--- src/rtl/fruit_spawner_pkg.sv ---
// Shared types and constants for the fruit launch controller.
package fruit_pkg;

    localparam int SCR_W = 640;
    localparam int SCR_H = 480;
    localparam int X_MIN = 64;
    localparam int X_SPAN = 448;
    localparam int VY_MIN = 12;
    localparam int GRAV = 1;
    localparam int DLY_MIN = 8;

    localparam logic [15:0] LFSR_SEED = 16'hACE1;
    // x^16+x^14+x^13+x^11+1 expressed as register bit taps 15,13,12,10
    localparam logic [15:0] LFSR_TAPS = 16'hB400;

    localparam logic DIR_POS = 1'b1;
    localparam logic DIR_NEG = 1'b0;
    localparam logic [1:0] ACC_NONE = 2'b00;
    localparam logic [1:0] ACC_POS = 2'b11;

    typedef enum logic [1:0] {IDLE, DELAY, LOAD, FLY} state_t;

    typedef struct packed {
        logic [9:0] x;
        logic [9:0] y;
        logic [9:0] vx;
        logic [9:0] vy;
        logic       dx;
        logic       dy;
        logic [9:0] ax;
        logic [9:0] ay;
        logic [1:0] adx;
        logic [1:0] ady;
    } launch_t;

endpackage

--- src/rtl/fruit_spawner_if.sv ---
// Spawner <-> motion stage / blade detector signal bundle, plus FSM state for observation.
interface fruit_spawner_if;
    import fruit_pkg::*;

    // Load handshake: objload_n is a one-cycle low strobe; the init/accel values
    // are valid from the cycle after the strobe and held until the next strobe.
    logic       run, tick, oob1, oob2, sliced1, sliced2;
    logic       objload_n1, objload_n2, moveen1, moveen2, score_pulse;
    logic [9:0] initposx1, initposy1, initvx1, initvy1, ax1, ay1;
    logic [9:0] initposx2, initposy2, initvx2, initvy2, ax2, ay2;
    logic       initdx1, initdy1, initdx2, initdy2;
    logic [1:0] adx1, ady1, adx2, ady2;
    state_t     dbg_state1, dbg_state2;

    modport master (
        input  run, tick, oob1, oob2, sliced1, sliced2,
        output objload_n1, objload_n2, moveen1, moveen2, score_pulse,
        output initposx1, initposy1, initvx1, initvy1, initdx1, initdy1,
        output ax1, ay1, adx1, ady1,
        output initposx2, initposy2, initvx2, initvy2, initdx2, initdy2,
        output ax2, ay2, adx2, ady2,
        output dbg_state1, dbg_state2
    );

    modport slave (
        output run, tick, oob1, oob2, sliced1, sliced2,
        input  objload_n1, objload_n2, moveen1, moveen2, score_pulse,
        input  initposx1, initposy1, initvx1, initvy1, initdx1, initdy1,
        input  ax1, ay1, adx1, ady1,
        input  initposx2, initposy2, initvx2, initvy2, initdx2, initdy2,
        input  ax2, ay2, adx2, ady2,
        input  dbg_state1, dbg_state2
    );

endinterface

--- src/rtl/fruit_spawner_slot.sv ---
// One launch slot: IDLE -> DELAY -> LOAD -> FLY FSM, re-launch delay and held launch values.
module spawn_slot
    import fruit_pkg::*;
#(
    parameter int P_SCR_H   = SCR_H,
    parameter int P_X_MIN   = X_MIN,
    parameter int P_X_SPAN  = X_SPAN,
    parameter int P_VY_MIN  = VY_MIN,
    parameter int P_GRAV    = GRAV,
    parameter int P_DLY_MIN = DLY_MIN
) (
    input  logic       clk,
    input  logic       rstn,
    input  logic       i_run,
    input  logic       i_tick,
    input  logic       i_grant,
    input  logic       i_oob,
    input  logic       i_sliced,
    input  logic [8:0] i_lfsr,
    output logic       o_req,
    output logic       o_load_n,
    output logic       o_moveen,
    output logic       o_hit,
    output launch_t    o_val,
    output state_t     o_state
);

    state_t     r_state, w_next;
    logic [6:0] r_dly;
    logic [1:0] r_settle;
    logic       r_oob_s1, r_oob_s2;
    launch_t    r_val, w_draw;
    logic [9:0] w_r;
    logic       w_grant, w_oob_edge;

    assign w_grant    = o_req & i_grant;
    // Motion stage flag needs two cycles after a load before its edge means anything
    assign w_oob_edge = r_oob_s1 & ~r_oob_s2 & (r_settle == 2'd0);

    always_ff @(posedge clk or negedge rstn) begin
        if (!rstn) r_state <= IDLE;
        else       r_state <= w_next;
    end

    always_comb begin
        w_next = r_state;
        if (!i_run) begin
            w_next = IDLE;
        end else begin
            case (r_state)
                IDLE:    w_next = DELAY;
                DELAY:   if (i_tick && r_dly == 7'd0) w_next = LOAD;
                LOAD:    if (w_grant) w_next = FLY;
                FLY:     if (i_sliced || w_oob_edge) w_next = IDLE;
                default: w_next = IDLE;
            endcase
        end
    end

    always_comb begin
        o_req    = (r_state == LOAD) && i_run;
        o_load_n = ~w_grant;
        o_moveen = (r_state == FLY);
        o_hit    = (r_state == FLY) && i_sliced && i_run;
        o_val    = r_val;
        o_state  = r_state;
    end

    always_comb begin
        w_r        = {1'b0, i_lfsr};
        w_draw     = '0;
        w_draw.x   = 10'(P_X_MIN) + ((w_r >= 10'(P_X_SPAN)) ? (w_r - 10'(P_X_SPAN)) : w_r);
        w_draw.y   = 10'(P_SCR_H - 1);
        w_draw.vx  = {6'd0, i_lfsr[3:0]} + 10'd1;
        w_draw.dx  = i_lfsr[4];
        w_draw.vy  = 10'(P_VY_MIN) + {7'd0, i_lfsr[7:5]};
        w_draw.dy  = DIR_NEG;
        w_draw.ax  = 10'd0;
        w_draw.adx = ACC_NONE;
        w_draw.ay  = 10'(P_GRAV);
        w_draw.ady = ACC_POS;
    end

    always_ff @(posedge clk or negedge rstn) begin
        if (!rstn) begin
            r_dly    <= 7'd0;
            r_settle <= 2'd0;
            r_oob_s1 <= 1'b0;
            r_oob_s2 <= 1'b0;
            r_val    <= '0;
        end else begin
            r_oob_s1 <= i_oob;
            r_oob_s2 <= r_oob_s1;
            if (r_state == IDLE && i_run)
                r_dly <= 7'(P_DLY_MIN) + {1'b0, i_lfsr[5:0]};
            else if (r_state == DELAY && i_tick && r_dly != 7'd0)
                r_dly <= r_dly - 7'd1;
            if (w_grant) begin
                r_val    <= w_draw;
                r_settle <= 2'd2;
            end else if (r_state == FLY && r_settle != 2'd0) begin
                r_settle <= r_settle - 2'd1;
            end
        end
    end

endmodule

--- src/rtl/fruit_spawner.sv ---
// Two-slot launch controller: shared LFSR, slot1-priority load arbitration, score pulse.
module fruit_spawner
    import fruit_pkg::*;
#(
    parameter int          P_SCR_H   = SCR_H,
    parameter int          P_X_MIN   = X_MIN,
    parameter int          P_X_SPAN  = X_SPAN,
    parameter int          P_VY_MIN  = VY_MIN,
    parameter int          P_GRAV    = GRAV,
    parameter int          P_DLY_MIN = DLY_MIN,
    parameter logic [15:0] P_SEED    = LFSR_SEED
) (
    input logic            clk,
    input logic            rstn,
    fruit_spawner_if.master bus
);

    logic [15:0] r_lfsr;
    logic        r_score_pulse;
    logic        w_req1, w_req2, w_grant1, w_grant2, w_hit1, w_hit2;
    logic        w_load_n1, w_load_n2, w_moveen1, w_moveen2;
    launch_t     w_val1, w_val2;
    state_t      w_state1, w_state2;

    always_ff @(posedge clk or negedge rstn) begin
        if (!rstn) begin
            r_lfsr        <= P_SEED;
            r_score_pulse <= 1'b0;
        end else begin
            r_lfsr        <= {r_lfsr[14:0], ^(r_lfsr & LFSR_TAPS)};
            r_score_pulse <= w_hit1 | w_hit2;
        end
    end

    // Slot2 keeps requesting and picks up the following LFSR value one cycle later
    assign w_grant1 = w_req1;
    assign w_grant2 = w_req2 & ~w_req1;

    spawn_slot #(
        .P_SCR_H(P_SCR_H), .P_X_MIN(P_X_MIN), .P_X_SPAN(P_X_SPAN),
        .P_VY_MIN(P_VY_MIN), .P_GRAV(P_GRAV), .P_DLY_MIN(P_DLY_MIN)
    ) u_slot1 (
        .clk(clk), .rstn(rstn), .i_run(bus.run), .i_tick(bus.tick),
        .i_grant(w_grant1), .i_oob(bus.oob1), .i_sliced(bus.sliced1),
        .i_lfsr(r_lfsr[8:0]), .o_req(w_req1), .o_load_n(w_load_n1),
        .o_moveen(w_moveen1), .o_hit(w_hit1), .o_val(w_val1), .o_state(w_state1)
    );

    spawn_slot #(
        .P_SCR_H(P_SCR_H), .P_X_MIN(P_X_MIN), .P_X_SPAN(P_X_SPAN),
        .P_VY_MIN(P_VY_MIN), .P_GRAV(P_GRAV), .P_DLY_MIN(P_DLY_MIN)
    ) u_slot2 (
        .clk(clk), .rstn(rstn), .i_run(bus.run), .i_tick(bus.tick),
        .i_grant(w_grant2), .i_oob(bus.oob2), .i_sliced(bus.sliced2),
        .i_lfsr(r_lfsr[8:0]), .o_req(w_req2), .o_load_n(w_load_n2),
        .o_moveen(w_moveen2), .o_hit(w_hit2), .o_val(w_val2), .o_state(w_state2)
    );

    assign bus.objload_n1 = w_load_n1;
    assign bus.objload_n2 = w_load_n2;
    assign bus.moveen1    = w_moveen1;
    assign bus.moveen2    = w_moveen2;
    assign bus.score_pulse = r_score_pulse;
    assign bus.dbg_state1 = w_state1;
    assign bus.dbg_state2 = w_state2;

    assign bus.initposx1 = w_val1.x;
    assign bus.initposy1 = w_val1.y;
    assign bus.initvx1   = w_val1.vx;
    assign bus.initvy1   = w_val1.vy;
    assign bus.initdx1   = w_val1.dx;
    assign bus.initdy1   = w_val1.dy;
    assign bus.ax1       = w_val1.ax;
    assign bus.ay1       = w_val1.ay;
    assign bus.adx1      = w_val1.adx;
    assign bus.ady1      = w_val1.ady;

    assign bus.initposx2 = w_val2.x;
    assign bus.initposy2 = w_val2.y;
    assign bus.initvx2   = w_val2.vx;
    assign bus.initvy2   = w_val2.vy;
    assign bus.initdx2   = w_val2.dx;
    assign bus.initdy2   = w_val2.dy;
    assign bus.ax2       = w_val2.ax;
    assign bus.ay2       = w_val2.ay;
    assign bus.adx2      = w_val2.adx;
    assign bus.ady2      = w_val2.ady;

endmodule
--- src/flat_wrapper.sv ---
// flat-port wrapper written by rule: the top's interface ports become plain ports
module fruit_spawner_flat import fruit_pkg::*;
#(
    parameter int          P_SCR_H   = SCR_H,
    parameter int          P_X_MIN   = X_MIN,
    parameter int          P_X_SPAN  = X_SPAN,
    parameter int          P_VY_MIN  = VY_MIN,
    parameter int          P_GRAV    = GRAV,
    parameter int          P_DLY_MIN = DLY_MIN,
    parameter logic [15:0] P_SEED    = LFSR_SEED
)
  (clk, rstn, bus_run, bus_tick, bus_oob1, bus_oob2, bus_sliced1, bus_sliced2, bus_objload_n1, bus_objload_n2, bus_moveen1, bus_moveen2, bus_score_pulse, bus_initposx1, bus_initposy1, bus_initvx1, bus_initvy1, bus_initdx1, bus_initdy1, bus_ax1, bus_ay1, bus_adx1, bus_ady1, bus_initposx2, bus_initposy2, bus_initvx2, bus_initvy2, bus_initdx2, bus_initdy2, bus_ax2, bus_ay2, bus_adx2, bus_ady2, bus_dbg_state1, bus_dbg_state2);
  fruit_spawner_if bus_i ();
  input logic clk;
  input logic rstn;
  input wire logic [$bits(bus_i.run)-1:0] bus_run;
  input wire logic [$bits(bus_i.tick)-1:0] bus_tick;
  input wire logic [$bits(bus_i.oob1)-1:0] bus_oob1;
  input wire logic [$bits(bus_i.oob2)-1:0] bus_oob2;
  input wire logic [$bits(bus_i.sliced1)-1:0] bus_sliced1;
  input wire logic [$bits(bus_i.sliced2)-1:0] bus_sliced2;
  output wire logic [$bits(bus_i.objload_n1)-1:0] bus_objload_n1;
  output wire logic [$bits(bus_i.objload_n2)-1:0] bus_objload_n2;
  output wire logic [$bits(bus_i.moveen1)-1:0] bus_moveen1;
  output wire logic [$bits(bus_i.moveen2)-1:0] bus_moveen2;
  output wire logic [$bits(bus_i.score_pulse)-1:0] bus_score_pulse;
  output wire logic [$bits(bus_i.initposx1)-1:0] bus_initposx1;
  output wire logic [$bits(bus_i.initposy1)-1:0] bus_initposy1;
  output wire logic [$bits(bus_i.initvx1)-1:0] bus_initvx1;
  output wire logic [$bits(bus_i.initvy1)-1:0] bus_initvy1;
  output wire logic [$bits(bus_i.initdx1)-1:0] bus_initdx1;
  output wire logic [$bits(bus_i.initdy1)-1:0] bus_initdy1;
  output wire logic [$bits(bus_i.ax1)-1:0] bus_ax1;
  output wire logic [$bits(bus_i.ay1)-1:0] bus_ay1;
  output wire logic [$bits(bus_i.adx1)-1:0] bus_adx1;
  output wire logic [$bits(bus_i.ady1)-1:0] bus_ady1;
  output wire logic [$bits(bus_i.initposx2)-1:0] bus_initposx2;
  output wire logic [$bits(bus_i.initposy2)-1:0] bus_initposy2;
  output wire logic [$bits(bus_i.initvx2)-1:0] bus_initvx2;
  output wire logic [$bits(bus_i.initvy2)-1:0] bus_initvy2;
  output wire logic [$bits(bus_i.initdx2)-1:0] bus_initdx2;
  output wire logic [$bits(bus_i.initdy2)-1:0] bus_initdy2;
  output wire logic [$bits(bus_i.ax2)-1:0] bus_ax2;
  output wire logic [$bits(bus_i.ay2)-1:0] bus_ay2;
  output wire logic [$bits(bus_i.adx2)-1:0] bus_adx2;
  output wire logic [$bits(bus_i.ady2)-1:0] bus_ady2;
  output wire logic [$bits(bus_i.dbg_state1)-1:0] bus_dbg_state1;
  output wire logic [$bits(bus_i.dbg_state2)-1:0] bus_dbg_state2;
  assign bus_i.run = bus_run;
  assign bus_i.tick = bus_tick;
  assign bus_i.oob1 = bus_oob1;
  assign bus_i.oob2 = bus_oob2;
  assign bus_i.sliced1 = bus_sliced1;
  assign bus_i.sliced2 = bus_sliced2;
  assign bus_objload_n1 = bus_i.objload_n1;
  assign bus_objload_n2 = bus_i.objload_n2;
  assign bus_moveen1 = bus_i.moveen1;
  assign bus_moveen2 = bus_i.moveen2;
  assign bus_score_pulse = bus_i.score_pulse;
  assign bus_initposx1 = bus_i.initposx1;
  assign bus_initposy1 = bus_i.initposy1;
  assign bus_initvx1 = bus_i.initvx1;
  assign bus_initvy1 = bus_i.initvy1;
  assign bus_initdx1 = bus_i.initdx1;
  assign bus_initdy1 = bus_i.initdy1;
  assign bus_ax1 = bus_i.ax1;
  assign bus_ay1 = bus_i.ay1;
  assign bus_adx1 = bus_i.adx1;
  assign bus_ady1 = bus_i.ady1;
  assign bus_initposx2 = bus_i.initposx2;
  assign bus_initposy2 = bus_i.initposy2;
  assign bus_initvx2 = bus_i.initvx2;
  assign bus_initvy2 = bus_i.initvy2;
  assign bus_initdx2 = bus_i.initdx2;
  assign bus_initdy2 = bus_i.initdy2;
  assign bus_ax2 = bus_i.ax2;
  assign bus_ay2 = bus_i.ay2;
  assign bus_adx2 = bus_i.adx2;
  assign bus_ady2 = bus_i.ady2;
  assign bus_dbg_state1 = bus_i.dbg_state1;
  assign bus_dbg_state2 = bus_i.dbg_state2;
  fruit_spawner #(.P_SCR_H(P_SCR_H), .P_X_MIN(P_X_MIN), .P_X_SPAN(P_X_SPAN), .P_VY_MIN(P_VY_MIN), .P_GRAV(P_GRAV), .P_DLY_MIN(P_DLY_MIN), .P_SEED(P_SEED)) u_core (.clk(clk), .rstn(rstn), .bus(bus_i));
endmodule
--- config.mk ---
export PLATFORM = sky130hd
export DESIGN_NAME = fruit_spawner_flat
export DESIGN_NICKNAME = d
export VERILOG_FILES = /design/src/rtl/fruit_spawner_pkg.sv /design/src/rtl/fruit_spawner_if.sv /design/src/rtl/fruit_spawner_slot.sv /design/src/rtl/fruit_spawner.sv /design/src/flat_wrapper.sv
export SDC_FILE = /design/constraint.sdc
export NUM_CORES = 1
export LEC_CHECK = 0
export CAP_MARGIN = 20
export CORE_MARGIN = 4
export CORE_UTILIZATION = 49
export CTS_CLUSTER_SIZE = 40
export DETAILED_ROUTE_END_ITERATION = 8
export GPL_TIMING_DRIVEN = 1
export PLACE_DENSITY_LB_ADDON = 0.25
export RECOVER_POWER = 50
export SLEW_MARGIN = 25
export SYNTH_ARGS = -nofsm -noshare
export SYNTH_HDL_FRONTEND = slang
export SYNTH_SLANG_ARGS = --single-unit
--- constraint.sdc ---
create_clock -name clk -period 3.8 [get_ports clk]
set_input_delay 0.38 -clock clk [delete_from_list [all_inputs] [get_ports clk]]
set_output_delay 0.38 -clock clk [all_outputs]
set_load 0.01 [all_outputs]
==> out/results.txt <==
EDFF count, synth = 0
Slew Limit Headroom = -29.6%
post-synthesis sequential area ratio = 46.8%
Wirelength per Cell = 14.4 microns
# fillers = 730
DRT iter0 DRCs = 92
vias in the first global route = 2,538
CTS Buf Count = 9
FF+latch count, synth = 81
Worst EP required = 4.03 ns
num ports = 149
crit end category = flop
hold_buf cts = 0
latest clock arrival within the worst-skew pair = 0.35 ns
initial antenna violation count = 0
H-tree levels = 3
VDD IR max = 209 uV
# clock sinks = 81
max-slew violations = 82
Setup CP Type = input pin to flop
GP Congestion = 0.784
CTS tree = built
Max Cap Viol = 1
Achievable Freq = 397 MHz
setup_tns = 0 ns
1st-pass router iterations = 4
Post-CTS Resized = 0
drt drc = 0
Leak Pwr = 2.39 nW
post-synthesis cell type count = 42
hold crit path type = flop to flop
Die W = 102 microns
Synth area leaders = dfrtp_1 42%, buf_4 16%, ha_1 5.8%
first-pass GRT wire length = 12,900 microns
run status = finished, violations left
via count = 2,787
cell area after synthesis = 4350 sq um
Inserted Diodes = 0
crit path max fanout = 30
Post-synth top flop = dfrtp_1
post-synth top area share = 42.0%
DRT Wirelength = 8370 microns
worst slew pin tran = 1.94 ns
FP Rows = 34
Async SR Flop Fraction = 100%
largest net degree at the start of global routing = 82
Die Area = 10,400 sq um
postcts setup bufs = 0
RSZ-0062 raised after global routing = no
CORE AREA = 8680 sq um
min Tclk post-route = 2.52 ns
final layout net count = 494
Cells after Synth = 412
P&R area growth vs syn = 16.8%
failing checks = capacitance limit, slew limit
Yosys Warn Count = 0
total track usage = 16.0%
Post-DP HPWL = 5980 microns
share of layout cells above drive strength 1 = 9.77%
ANT nets after route = 0
count of input and output buffers = 80
R2R depth = 5
pwr dens = 616 nW/um^2
final hold vios = 0
gr ovfl total = 0
final clock skew = 0.00807 ns
Yosys top cell by area = dfrtp_1
syn avg cell area = 10.6 sq um
total power = 3.13 mW
clock root cell = clkbuf_8
Die Height = 102 microns
Final setup viols = 0
initial core utilization = 50.1%
Reg clk slew, reported paths = 0.08 ns
Hold Crit Depth = 0
post-DR vias/cell = 4.81
Max clock buf depth = 2
period utilization = 66.2%
Worst EP arrival = 2.75 ns
crit start category = input pin
[cells by family after synthesis]
family,share of synthesized area (%)
xor+xnor,3.22
simple gates,11.1
fa+ha+maj,5.76
mux,5.55
compound gates,8.60
flops,46.8
other cells,0.0862
buf+inv,18.8
[routing by layer]
metal  GRT usage (%)  up-vias  part of all wire, %
li1                -     1334                    -
met1            22.3     1337                   44
met2            25.1      106                   47
met3            3.41       10                  7.1
met4            5.15        0                  1.1
met5               0        -                    0
[synthesized netlist by cell type, types with 6 or more instances]
| cell type | instances |
|---|---|
| a31oi_1 | 7 |
| buf_4 | 94 |
| clkbuf_1 | 10 |
| dfrtp_1 | 73 |
| dfstp_2 | 8 |
| ha_1 | 20 |
| inv_1 | 17 |
| mux2_2 | 17 |
| nand2_1 | 46 |
| nand3_1 | 6 |
| nor2_1 | 7 |
| o211ai_1 | 8 |
| o21ai_0 | 25 |
| xnor2_1 | 9 |
| xor2_1 | 7 |
[critical path: stages]
cell           delay [ns]
dlygate4sd3_1        0.77
nand2_1              0.16
clkbuf_1             1.00
mux2_2               0.42
[cell type report]
type,count,area (sq um),share of cell area [%]
Clock buffer,9,124,2.44
Clock inverter,7,166,3.28
Inverter,17,63.8,1.26
Multi-Input combinational cell,275,1750,34.4
Sequential cell,81,2040,40.1
Tap cell,108,135,2.66
Timing Repair Buffer,82,807,15.9
[registers in the layout, summed over array words and instances, names as in the netlist, 2 cells and up]
| name | cells |
|---|---|
| u_core.r_lfsr | 16 |
| u_core.u_slot1.o_state | 2 |
| u_core.u_slot1.o_val | 19 |
| u_core.u_slot1.r_dly | 7 |
| u_core.u_slot1.r_settle | 2 |
| u_core.u_slot2.o_state | 2 |
| u_core.u_slot2.o_val | 19 |
| u_core.u_slot2.r_dly | 7 |
| u_core.u_slot2.r_settle | 2 |
[final timing paths]
kind,from,to,slack (ns)
setup / recovery,bus_run,u_core.u_slot1.o_val[37],1.28
hold / removal,u_core.r_lfsr[14],u_core.r_lfsr[15],0.36
setup reg to reg,u_core.u_slot1.o_state[0],u_core.u_slot1.o_val[37],1.34
hold reg to reg,u_core.r_lfsr[14],u_core.r_lfsr[15],0.36
max in group asynchronous,rstn,u_core.u_slot1.o_val[65],2.08
min in group asynchronous,rstn,u_core.u_slot2.r_dly[6],0.57
[stage by stage]
step           utilization, %  setup slack, ns  area, sq um  hold WS, ns  instances
6_report                 58.5             1.28         5080        0.357        579
3_3_place_gp             55.2             1.50         4790        0.337        563
5_1_grt                  58.5             1.10         5080        0.372        579
4_1_cts                  58.6             1.45         5080        0.240        579
3_5_place_dp             55.2             1.45         4790        0.343        563
2_1_floorplan               -             1.59         4600       0.0844        479
[cell usage in the layout (no fill, tap or decap), types with 6 or more instances in the layout]
master / n
nor2_1: 7
a31oi_1: 7
mux2_2: 17
ha_1: 20
inv_1: 17
o21ai_0: 25
nand2_1: 46
conb_1: 68
nand3_1: 6
dfstp_1: 6
dfrtp_1: 73
o211ai_1: 8
clkbuf_8: 9
dlygate4sd3_1: 16
clkdlybuf4s50_1: 63
xor2_1: 7
xnor2_1: 9
[power by group]
| group | switching [mW] | internal (mW) | leakage (nW) |
|---|---|---|---|
| combinational | 0.560 | 0.539 | 1.21 |
| sequential | 0.137 | 1.01 | 1.04 |
| clock | 0.312 | 0.570 | 0.140 |
| total | 1.01 | 2.12 | 2.39 |
Note: power is estimated with default switching activity, not from simulation.
